==> config.mk <==
export PLATFORM = sky130hd
export DESIGN_NAME = mpm_port_client
export DESIGN_NICKNAME = d
export VERILOG_FILES = /design/src/rtl/mpm_pkg.sv /design/src/rtl/mpm_resp_fifo.sv /design/src/rtl/mpm_port_client.sv
export SDC_FILE = /design/constraint.sdc
export NUM_CORES = 1
export LEC_CHECK = 0
export CAP_MARGIN = 20
export CORE_ASPECT_RATIO = 1.1
export CORE_MARGIN = 2
export CORE_UTILIZATION = 35
export CTS_CLUSTER_SIZE = 12
export DETAILED_ROUTE_END_ITERATION = 10
export PLACE_DENSITY = 0.66
export SETUP_SLACK_MARGIN = 0.1
export SLEW_MARGIN = 20
export SYNTH_ARGS = -nofsm -noshare
export SYNTH_HDL_FRONTEND = slang
export SYNTH_HIERARCHICAL = 1
export SYNTH_SLANG_ARGS = --single-unit
==> constraint.sdc <==
create_clock -name clk -period 2.8 [get_ports clk]
set_clock_uncertainty 0.2 [all_clocks]
set_input_delay 0.56 -clock clk [delete_from_list [all_inputs] [get_ports clk]]
set_output_delay 0.56 -clock clk [all_outputs]
set_load 0.02 [all_outputs]
==> src/rtl/mpm_pkg.sv <==
// mpm_pkg
// Shared types and parameter checks for the XOR-based multi-port memory
// initiator adapter (mpm_port_client) and its response FIFO.
//   mpm_req_t      : one request beat {we, addr, wdata, tag} at default widths
//   mpm_rsp_t      : one read response {data, tag} at default widths
//   mpm_params_ok  : elaboration-time sanity check of the adapter parameters
package mpm_pkg;

    localparam int DEF_WIDTH          = 32;
    localparam int DEF_DEPTH          = 512;
    localparam int DEF_AW             = $clog2(DEF_DEPTH);
    localparam int DEF_TAG_W          = 4;
    localparam int DEF_READ_LATENCY   = 2;
    localparam int DEF_HAZARD_WINDOW  = 3;
    localparam int DEF_RESP_DEPTH     = 4;

    typedef struct packed {
        logic                  we;
        logic [DEF_AW-1:0]     addr;
        logic [DEF_WIDTH-1:0]  wdata;
        logic [DEF_TAG_W-1:0]  tag;
    } mpm_req_t;

    typedef struct packed {
        logic [DEF_WIDTH-1:0]  data;
        logic [DEF_TAG_W-1:0]  tag;
    } mpm_rsp_t;

    // The response FIFO must hold every read that can be in the memory
    // pipeline at once, otherwise the credit scheme could overflow it.
    // A hazard window of at least 2 is needed for the history to exist.
    function automatic bit mpm_params_ok(input int resp_depth,
                                         input int read_latency,
                                         input int hazard_window);
        return (resp_depth >= read_latency) && (read_latency >= 1) &&
               (hazard_window >= 2);
    endfunction

    localparam bit DEF_PARAMS_OK =
        mpm_params_ok(DEF_RESP_DEPTH, DEF_READ_LATENCY, DEF_HAZARD_WINDOW);

endpackage

==> src/rtl/mpm_resp_fifo.sv <==
// mpm_resp_fifo
// Synchronous FIFO holding landed read responses. The head entry is kept in
// its own register so the output never depends combinationally on the
// storage array read.
//   clk, rst_n  : clock, asynchronous active-low reset
//   push        : write push_data this cycle
//   push_data   : entry to enqueue
//   pop         : dequeue the head this cycle (ignored when empty)
//   head        : current head entry (valid when count != 0)
//   count       : number of stored entries
module mpm_resp_fifo
    import mpm_pkg::*;
#(
    parameter int DATA_W = DEF_WIDTH + DEF_TAG_W,
    parameter int DEPTH  = DEF_RESP_DEPTH,
    localparam int CW    = $clog2(DEPTH + 1),
    localparam int PW    = (DEPTH > 1) ? $clog2(DEPTH) : 1
) (
    input  logic              clk,
    input  logic              rst_n,
    input  logic              push,
    input  logic [DATA_W-1:0] push_data,
    input  logic              pop,
    output logic [DATA_W-1:0] head,
    output logic [CW-1:0]     count
);

    logic [DATA_W-1:0] store [DEPTH];
    logic [PW-1:0]     wr_ptr;
    logic [PW-1:0]     rd_ptr;
    logic [PW-1:0]     wr_ptr_nxt;
    logic [PW-1:0]     rd_ptr_nxt;
    logic              do_push;
    logic              do_pop;

    assign do_pop  = pop && (count != '0);
    assign do_push = push && ((count != CW'(DEPTH)) || do_pop);

    // Pointers wrap explicitly so a non-power-of-two depth works.
    always_comb begin
        wr_ptr_nxt = (wr_ptr == PW'(DEPTH - 1)) ? '0 : wr_ptr + PW'(1);
        rd_ptr_nxt = (rd_ptr == PW'(DEPTH - 1)) ? '0 : rd_ptr + PW'(1);
    end

    always_ff @(posedge clk) begin
        if (do_push) begin
            store[wr_ptr] <= push_data;
        end
    end

    always_ff @(posedge clk or negedge rst_n) begin
        if (!rst_n) begin
            wr_ptr <= '0;
            rd_ptr <= '0;
            count  <= '0;
        end else begin
            if (do_push) begin
                wr_ptr <= wr_ptr_nxt;
            end
            if (do_pop) begin
                rd_ptr <= rd_ptr_nxt;
            end
            case ({do_push, do_pop})
                2'b10:   count <= count + CW'(1);
                2'b01:   count <= count - CW'(1);
                default: count <= count;
            endcase
        end
    end

    // Head register: after a pop the next entry comes from storage if one is
    // there, otherwise straight from a simultaneous push. A push into an
    // empty FIFO goes directly to the head.
    always_ff @(posedge clk or negedge rst_n) begin
        if (!rst_n) begin
            head <= '0;
        end else if (do_pop) begin
            if (count > CW'(1)) begin
                head <= store[rd_ptr_nxt];
            end else if (do_push) begin
                head <= push_data;
            end
        end else if (do_push && (count == '0)) begin
            head <= push_data;
        end
    end

endmodule

==> src/rtl/mpm_port_client.sv <==
// mpm_port_client
// Single-port initiator adapter for the XOR-based pipelined multi-port memory.
// Accepts read/write requests, drives one memory port, tracks reads through
// the fixed read latency and returns tagged data on a back-pressurable stream.
// Reads to an address still inside a recent write's pipeline are stalled.
//   clk, rst_n                        : clock, asynchronous active-low reset
//   req_valid/req_ready               : request handshake
//   req_we/req_addr/req_wdata/req_tag : request payload (1 = write)
//   rsp_valid/rsp_ready               : response handshake
//   rsp_data/rsp_tag                  : read data and originating tag
//   mem_addr/mem_d/mem_en             : memory port address, data, write enable
//   mem_q                             : memory port read data
module mpm_port_client
    import mpm_pkg::*;
#(
    parameter int WIDTH         = 32,
    parameter int DEPTH         = 512,
    parameter int TAG_W         = 4,
    parameter int READ_LATENCY  = 2,
    parameter int HAZARD_WINDOW = 3,
    parameter int RESP_DEPTH    = 4,
    localparam int AW           = $clog2(DEPTH)
) (
    input  logic             clk,
    input  logic             rst_n,
    input  logic             req_valid,
    output logic             req_ready,
    input  logic             req_we,
    input  logic [AW-1:0]    req_addr,
    input  logic [WIDTH-1:0] req_wdata,
    input  logic [TAG_W-1:0] req_tag,
    output logic             rsp_valid,
    input  logic             rsp_ready,
    output logic [WIDTH-1:0] rsp_data,
    output logic [TAG_W-1:0] rsp_tag,
    output logic [AW-1:0]    mem_addr,
    output logic [WIDTH-1:0] mem_d,
    output logic             mem_en,
    input  logic [WIDTH-1:0] mem_q
);

    // A write issued HAZARD_WINDOW cycles ago is already visible to a read,
    // so only the HAZARD_WINDOW-1 most recent writes need to be remembered.
    localparam int HIST = HAZARD_WINDOW - 1;
    localparam int CW   = $clog2(RESP_DEPTH + 1);
    localparam logic [CW:0] CREDIT_LIMIT = (CW + 1)'(RESP_DEPTH);

    if (!mpm_params_ok(RESP_DEPTH, READ_LATENCY, HAZARD_WINDOW)) begin : g_param_error
        $error("mpm_port_client: RESP_DEPTH must be >= READ_LATENCY >= 1 and HAZARD_WINDOW >= 2");
    end

    logic [HIST-1:0]         hist_valid;
    logic [AW-1:0]           hist_addr [HIST];
    logic [READ_LATENCY-1:0] trk_valid;
    logic [TAG_W-1:0]        trk_tag [READ_LATENCY];
    logic [CW-1:0]           inflight_count;
    logic [CW-1:0]           fifo_count;
    logic [CW:0]             credit_used;
    logic [AW-1:0]           addr_q;
    logic [WIDTH-1:0]        d_q;
    logic                    hazard;
    logic                    credit_full;
    logic                    accept;
    logic                    wr_issue;
    logic                    rd_issue;
    logic                    land;
    logic                    pop;
    logic [WIDTH+TAG_W-1:0]  fifo_head;

    always_comb begin
        hazard = 1'b0;
        for (int i = 0; i < HIST; i++) begin
            if (hist_valid[i] && (hist_addr[i] == req_addr)) begin
                hazard = 1'b1;
            end
        end
    end

    // Every read either in the memory pipeline or waiting in the FIFO holds a
    // credit; pops only show up in fifo_count on the following cycle.
    assign credit_used = {1'b0, inflight_count} + {1'b0, fifo_count};
    assign credit_full = (credit_used >= CREDIT_LIMIT);

    // Writes never stall: same-address write ordering is handled by the memory.
    assign req_ready = !(!req_we && (hazard || credit_full));
    assign accept    = req_valid && req_ready;
    assign wr_issue  = accept && req_we;
    assign rd_issue  = accept && !req_we;

    assign mem_en    = wr_issue;
    assign mem_addr  = accept ? req_addr  : addr_q;
    assign mem_d     = accept ? req_wdata : d_q;

    assign land      = trk_valid[READ_LATENCY-1];
    assign rsp_valid = (fifo_count != '0);
    assign pop       = rsp_valid && rsp_ready;
    assign rsp_data  = fifo_head[WIDTH+TAG_W-1:TAG_W];
    assign rsp_tag   = fifo_head[TAG_W-1:0];

    // Port holds the last issued address/data while idle.
    always_ff @(posedge clk or negedge rst_n) begin
        if (!rst_n) begin
            addr_q <= '0;
            d_q    <= '0;
        end else if (accept) begin
            addr_q <= req_addr;
            d_q    <= req_wdata;
        end
    end

    always_ff @(posedge clk or negedge rst_n) begin
        if (!rst_n) begin
            hist_valid <= '0;
            for (int i = 0; i < HIST; i++) begin
                hist_addr[i] <= '0;
            end
        end else begin
            hist_valid[0] <= wr_issue;
            hist_addr[0]  <= req_addr;
            for (int i = 1; i < HIST; i++) begin
                hist_valid[i] <= hist_valid[i-1];
                hist_addr[i]  <= hist_addr[i-1];
            end
        end
    end

    // Read tracker mirrors the memory read pipeline; the last stage lines up
    // with mem_q of the read it describes.
    always_ff @(posedge clk or negedge rst_n) begin
        if (!rst_n) begin
            trk_valid <= '0;
            for (int i = 0; i < READ_LATENCY; i++) begin
                trk_tag[i] <= '0;
            end
        end else begin
            trk_valid[0] <= rd_issue;
            trk_tag[0]   <= req_tag;
            for (int i = 1; i < READ_LATENCY; i++) begin
                trk_valid[i] <= trk_valid[i-1];
                trk_tag[i]   <= trk_tag[i-1];
            end
        end
    end

    always_ff @(posedge clk or negedge rst_n) begin
        if (!rst_n) begin
            inflight_count <= '0;
        end else begin
            case ({rd_issue, land})
                2'b10:   inflight_count <= inflight_count + CW'(1);
                2'b01:   inflight_count <= inflight_count - CW'(1);
                default: inflight_count <= inflight_count;
            endcase
        end
    end

    mpm_resp_fifo #(
        .DATA_W (WIDTH + TAG_W),
        .DEPTH  (RESP_DEPTH)
    ) u_resp_fifo (
        .clk       (clk),
        .rst_n     (rst_n),
        .push      (land),
        .push_data ({mem_q, trk_tag[READ_LATENCY-1]}),
        .pop       (pop),
        .head      (fifo_head),
        .count     (fifo_count)
    );

endmodule

Word level (Yosys, flattened, before mapping)
Memory sizes are Yosys's and may differ from the RTL's.
Cells that the tools add are included.
{"block": "word_totals", "word_cells": 67, "output_inout_bits": 80, "regBits": 117, "ram_bits": 144, "inputBits": 82, "n_memories": 1}
{"block": "classes", "magnitude_cmp": 2, "n_eq_ne": 10, "n_addsub": 7, "reduce_logical": 20, "mux": 14}
{"name": "u_resp_fifo.store", "words": 4, "word_bits": 36, "rd": 1, "rd_ports_with_merged_regs": 0, "wr": 1, "line": "mpm_resp_fifo.sv:28", "source": "logic [DATA_W-1:0] store [DEPTH];"}
{"op": "2-to-1 mux 36 bit", "count": 4}
{"op": "2-to-1 mux 32 bit", "count": 1}
{"op": "equality test 9 bit", "count": 2}
{"op": "one-hot mux 3 bit (2 select lines)", "count": 2}
{"op": "logical AND 1 bit", "count": 10}
{"op": "2-to-1 mux 9 bit", "count": 1}
{"op": "equality test 2 bit, second input constant", "count": 4}
{"op": "adder 3 x 1 -> 3 bit, second input constant", "count": 2}
{"op": "nonzero test 2 bit", "count": 3}
{"op": "subtractor 3 x 1 -> 3 bit, second input constant", "count": 2}
{"op": "adder 2 x 1 -> 2 bit, second input constant", "count": 2}
{"op": "adder 3 x 3 -> 4 bit", "count": 1}
{"op": "equality test 2 x 1 -> 1 bit, second input constant", "count": 2}
{"op": "greater-or-equal comparator 4 x 3 -> 1 bit, second input constant", "count": 1}
{"op": "2-to-1 mux 1 bit", "count": 4}
{"op": "2-to-1 mux 2 bit", "count": 2}
{"op": "greater-than comparator 3 x 1 -> 1 bit, second input constant", "count": 1}
{"op": "logical NOT 3 bit", "count": 1}
{"op": "!= test 3 x 2 -> 1 bit, second input constant", "count": 1}
{"op": "!= test 3 bit, second input constant", "count": 1}
{"op": "nonzero test 3 bit", "count": 1}
{"op": "logical NOT 1 bit", "count": 2}
{"op": "logical OR 1 bit", "count": 2}
{"op": "AND reduction 2 bit", "count": 1}

Depth between registers and ports, before layout
{"block": "logic_depth", "depth_word": 11, "mapped_depth": 10, "depth_no_buf": 10}

Modules after synthesis
The synthesis kept the hierarchy.
{"mod": "mpm_resp_fifo", "area_each_um2": 7744.9, "seq_area_each_um2": 5400.2, "cells_per_inst": 363, "instances": 1}
{"mod": "mpm_port_client", "area_each_um2": 3878.7, "seq_area_each_um2": 1851.8, "cells_per_inst": 412, "instances": 1}

Worst setup path after synthesis
Ideal clock, no wire load.
{"block": "synth_timing", "kind": "reg2reg", "start": "reg u_resp_fifo.count[1]", "end": "mem u_resp_fifo/store[3][0] in the netlist's numbering (enable)", "setup_time_ns": 0.397, "n_path_buf": 1, "path_stages_with_launch": 7, "synth_period_minus_slack_ns": 2.898, "slack_ns": -0.098, "arrival_ns": 2.301, "required_time_ns": 2.203, "path_cell_list": "dfrtp_1 -> or3_1 -> and2_1 -> buf_4 -> inv_1 -> a31oi_1 -> and2_1"}
{"block": "synth_via", "elab_chain_cells": 7, "word_cells_on_any_way": 8, "classes_between": "eq/ne (1); mux (2); reduce/logical (5)"}
{"element": "start: declaration", "line": "mpm_resp_fifo.sv:25", "source": "output logic [CW-1:0] count"}
{"element": "start signal: assignment", "line": "mpm_resp_fifo.sv:64", "source": "2'b10: count <= count + CW'(1);"}
{"element": "start signal: assignment", "line": "mpm_resp_fifo.sv:65", "source": "2'b01: count <= count - CW'(1);"}
{"element": "start signal: assignment", "line": "mpm_resp_fifo.sv:66", "source": "default: count <= count;"}
{"element": "nonzero test 3 bit", "line": "mpm_port_client.sv:95", "source": "assign rsp_valid = (fifo_count != '0);"}
{"element": "named net rsp_valid", "line": "mpm_port_client.sv:32", "source": "output logic rsp_valid,"}
{"element": "logical AND 1 bit", "line": "mpm_port_client.sv:96", "source": "assign pop = rsp_valid && rsp_ready;"}
{"element": "named net pop", "line": "mpm_port_client.sv:67", "source": "logic pop;"}
{"element": "logical AND 1 bit", "line": "mpm_resp_fifo.sv:36", "source": "assign do_pop = pop && (count != '0);"}
{"element": "logical OR 1 bit", "line": "mpm_resp_fifo.sv:37", "source": "assign do_push = push && ((count != CW'(DEPTH)) || do_pop);"}
{"element": "logical AND 1 bit", "line": "mpm_resp_fifo.sv:37"}
{"element": "2-to-1 mux 1 bit", "line": "mpm_resp_fifo.sv:46", "source": "if (do_push) begin"}
{"element": "2-to-1 mux 1 bit (not written as such)", "line": "mpm_resp_fifo.sv:47", "source": "store[wr_ptr] <= push_data;"}
{"element": "end: declaration", "line": "mpm_resp_fifo.sv:28"}
The timed path passes the listed nets, and every way through them passes these cells.

Worst setup path after layout
{"block": "layout_timing", "start": "reg hist_addr[15] in the netlist's numbering", "end": "out mem_d[15]"}
{"block": "layout_via", "elab_chain_cells": 9}
{"element": "start: declaration", "line": "mpm_port_client.sv:53", "source": "logic [AW-1:0] hist_addr [HIST];"}
{"element": "start signal: indexed assignment", "line": "mpm_port_client.sv:122", "source": "hist_addr[i] <= hist_addr[i-1];"}
{"element": "equality test 9 bit", "line": "mpm_port_client.sv:73", "source": "if (hist_valid[i] && (hist_addr[i] == req_addr)) begin"}
{"element": "logical AND 1 bit", "line": "mpm_port_client.sv:73"}
{"element": "2-to-1 mux 1 bit (2 in a row)", "line": "mpm_port_client.sv:73"}
{"element": "logical OR 1 bit", "line": "mpm_port_client.sv:85", "source": "assign req_ready = !(!req_we && (hazard || credit_full));"}
{"element": "logical AND 1 bit", "line": "mpm_port_client.sv:85"}
{"element": "logical NOT 1 bit", "line": "mpm_port_client.sv:85"}
{"element": "logical AND 1 bit", "line": "mpm_port_client.sv:86", "source": "assign accept = req_valid && req_ready;"}
{"element": "2-to-1 mux 32 bit"}
{"element": "end: declaration", "line": "mpm_port_client.sv:37", "source": "output logic [WIDTH-1:0] mem_d,"}
No other way between the ends.

==> impl_results.md <==
* Status: complete, but fails checks
* Failing checks: negative setup slack
* DIE AREA at 34700 um^2
* Max Slew Vio Count at 0
* Yosys top cell area share at 0.372
* Max stage delay on crit path at 390 ps
* Ys Warns at 6
* Area of the mapped netlist at 11600 um^2
* Vias/cell at 5.27
* Via count at 7738
* Aggregate global-route resource usage at 0.155
* Final net count at 1107
* Pwr Total at 15.9 mW
* Reg2reg start: hist_addr[15]
* Crit Path Max Fanout at 9
* Vias in the first global route at 7735
* Primary FF master, synth: edfxtp_1
* Synth async-reset ratio at 0.448
* CTS tree: done
* Layout cell share with drive strength beyond 1 at 0.313
* Initial antenna violation count at 3
* First-pass GRT wire length at 42900 um
* Num ports at 162
* Max_cap viols at 0
* CP endpoint: mem_d[15]
* Crit path time final at 3380 ps
* Hold slack at 149 ps
* Clock Path Buffers at 3
* Max-slew headroom at 0.527
* Pleak at 6.22 nW
* Dominant cells by area after synthesis: edfxtp_1, dfrtp_1, mux2_4
* Final period util at 1.21
* Root buf cell: clkbuf_16
* Antenna Nets Post-Route at 0
* Most frequent cells in the layout: edfxtp_1, dfrtp_1, clkdlybuf4s50_1
* Global route overflow at 0
* Htree depth at 1
* Pwr dens at 1010 nW/um^2
* Cells after Synth at 775
* Critical Path RT at 2040 ps
* Initial Utilization at 0.352
* Initial DRC count at 475
* Slew @ Worst Pin at 707 ps
* R2R depth at 13
* Achievable frequency at 296 MHz
* R2R Setup Slk at -250 ps
* Worst hold start: trk_valid[0]
* Core Region at 33000 um^2
* Clock insertion delay at the later pin of the skew report at 540 ps
* Die X-Extent at 178 um
* DR pass1 iterations at 5
* Commonest non-fill, non-tap cell in the layout: edfxtp_1
* Number of synthesized flops with an enable pin at 144
* Startpoint types: flop
* Worst-path clk slew at 60 ps
* RSZ-0062 raised after global routing: true
* Post-Syn Area per Cell at 15.0 um^2
* Worst Setup SP: hist_addr[15]
* Final worst slack at -579 ps
* Sequential cell area fraction in the yosys report at 0.624
* Num CTS Buffers at 29
* Number of placement rows at 70
* Synthesis-to-layout area growth at 35.6%
* Hold Crit Class: reg2reg
* Critical-path top delay cell: dfrtp_1
* Most frequent cell on the critical path: buf_6
* WP data arrival at 2620 ps
* FF+latch area at 7250 um^2
* Final Setup Violations at 44
* # DRC at 0
* DR WL/cell at 19.2 um
* Crit end category: output pin
* Multi-input logic area at 4090 um^2
* Die H at 195 um
* Worst Path Class, Setup: reg2out
* VDD IR max at 531 uV
* Syn nets at 870
* FF-to-FF End: inflight_count[2]
* Port bufs at 161
* Total Wirelength at 28300 um
* Final Hold Vio Count at 0
* Filler cells at 2790
* Largest area contributor in the netlist: edfxtp_1
* Routability cong. at 0.799
* CP Cell Sequence: xor2_1, nor4_1, nand4_1, buf_6, buf_6, nand2_8, buf_12, o211ai_1, buf_4
* Yosys cell types at 40
* Largest net degree at the start of global routing at 62
* CTS sink count at 261
* Yosys reg bits at 261
* Final HPWL DP at 17300 um
==> critical path, delay by kind of cell, from the launching register on <==
family	cells	cell delay, ps
AOI/OAI and AO/OA	1	180
xor gates and xnor gates	1	170
buffers and inverters	4	690
DFF	1	390
and+or+nand+nor	3	630
==> worst min path at each step <==
stage,cells past startpoint,slack (ps),endpoint
global route,2,140,hist_addr[12]
global placement,0,140,trk_valid[1]
CTS,1,140,hist_addr[16]
detailed placement,0,140,trk_valid[1]
finish,0,150,trk_valid[1]
floorplan,0,60,addr_q[0]
==> flip-flops by register name, indices dropped and copies added (netlist names), 3 cells and up <==
register / flops
addr_q: 9
u_resp_fifo/store: 144
u_resp_fifo/count: 3
d_q: 32
hist_addr: 18
inflight_count: 3
trk_tag: 8
u_resp_fifo/head: 36
==> metrics by stage <==
stage	instances	setup TNS (ps)	utilization	instance area, um^2	setup WS [ps]
floorplan	775	0	-	11600	47.0
global placement	1378	-60700	0.434	14300	-1280
CTS	1441	-23650	0.464	15300	-610
global route	1468	-27420	0.477	15800	-683
detailed placement	1378	-56660	0.434	14300	-1230
finish	1469	-21950	0.477	15800	-579
==> metal layers <==
layer / track usage / routed length [um] / vias up
met5: 0 / 13 / -
met4: 0.0358 / 867 / 2
met3: 0.0409 / 2330 / 68
met2: 0.255 / 13400 / 353
met1: 0.204 / 11700 / 3850
li1: - / - / 3465
==> where the power goes <==
part           internal [mW]  switching, mW  leakage, nW
Clock                   2.13           1.50        0.448
Combinational           3.68           3.20         3.07
Sequential              4.95          0.429         2.70
==> synthesized netlist by cell type (12+ instances only) <==
| cell type | count |
|---|---|
| nand4_1 | 43 |
| clkbuf_1 | 25 |
| nand2_1 | 88 |
| o211ai_1 | 42 |
| nand3_1 | 44 |
| mux2_2 | 15 |
| ha_1 | 12 |
| buf_4 | 12 |
| mux2_4 | 60 |
| xor2_1 | 17 |
| mux4_2 | 36 |
| edfxtp_1 | 144 |
| a22o_1 | 41 |
| dfrtp_1 | 117 |
==> timing repair <==
item	4_1_cts	5_1_grt
gates resized for setup	236	25
buffers inserted	4	18
pin swaps	6	54
endpoints found under the hold margin	21	0
gates cloned	4	9
setup endpoints to repair	47	53
hold buffers	1	0
==> layout make-up <==
type                       count  area share
sequential                   261       0.460
multi-input combinational    444       0.259
clock buffer                  43      0.0526
inverter                       9     0.00222
timing repair buffer         267       0.185
clock inverter                11     0.00580
antenna                        2    0.000318
tap                          432      0.0343
==> logic make-up (layout without fill, tap and decap cells) <==
| logic type | after synthesis | after routing | share of synthesized area |
|---|---|---|---|
| other cells | 0 | 2 | 0 |
| fa+ha+maj | 13 | 13 | 0.0146 |
| compound gates | 100 | 100 | 0.0680 |
| xor+xnor | 22 | 22 | 0.0166 |
| simple gates | 197 | 197 | 0.0821 |
| mux | 112 | 112 | 0.163 |
| flops | 261 | 261 | 0.624 |
| buf+inv | 70 | 330 | 0.0321 |
Power figures use the tool's default switching activity.
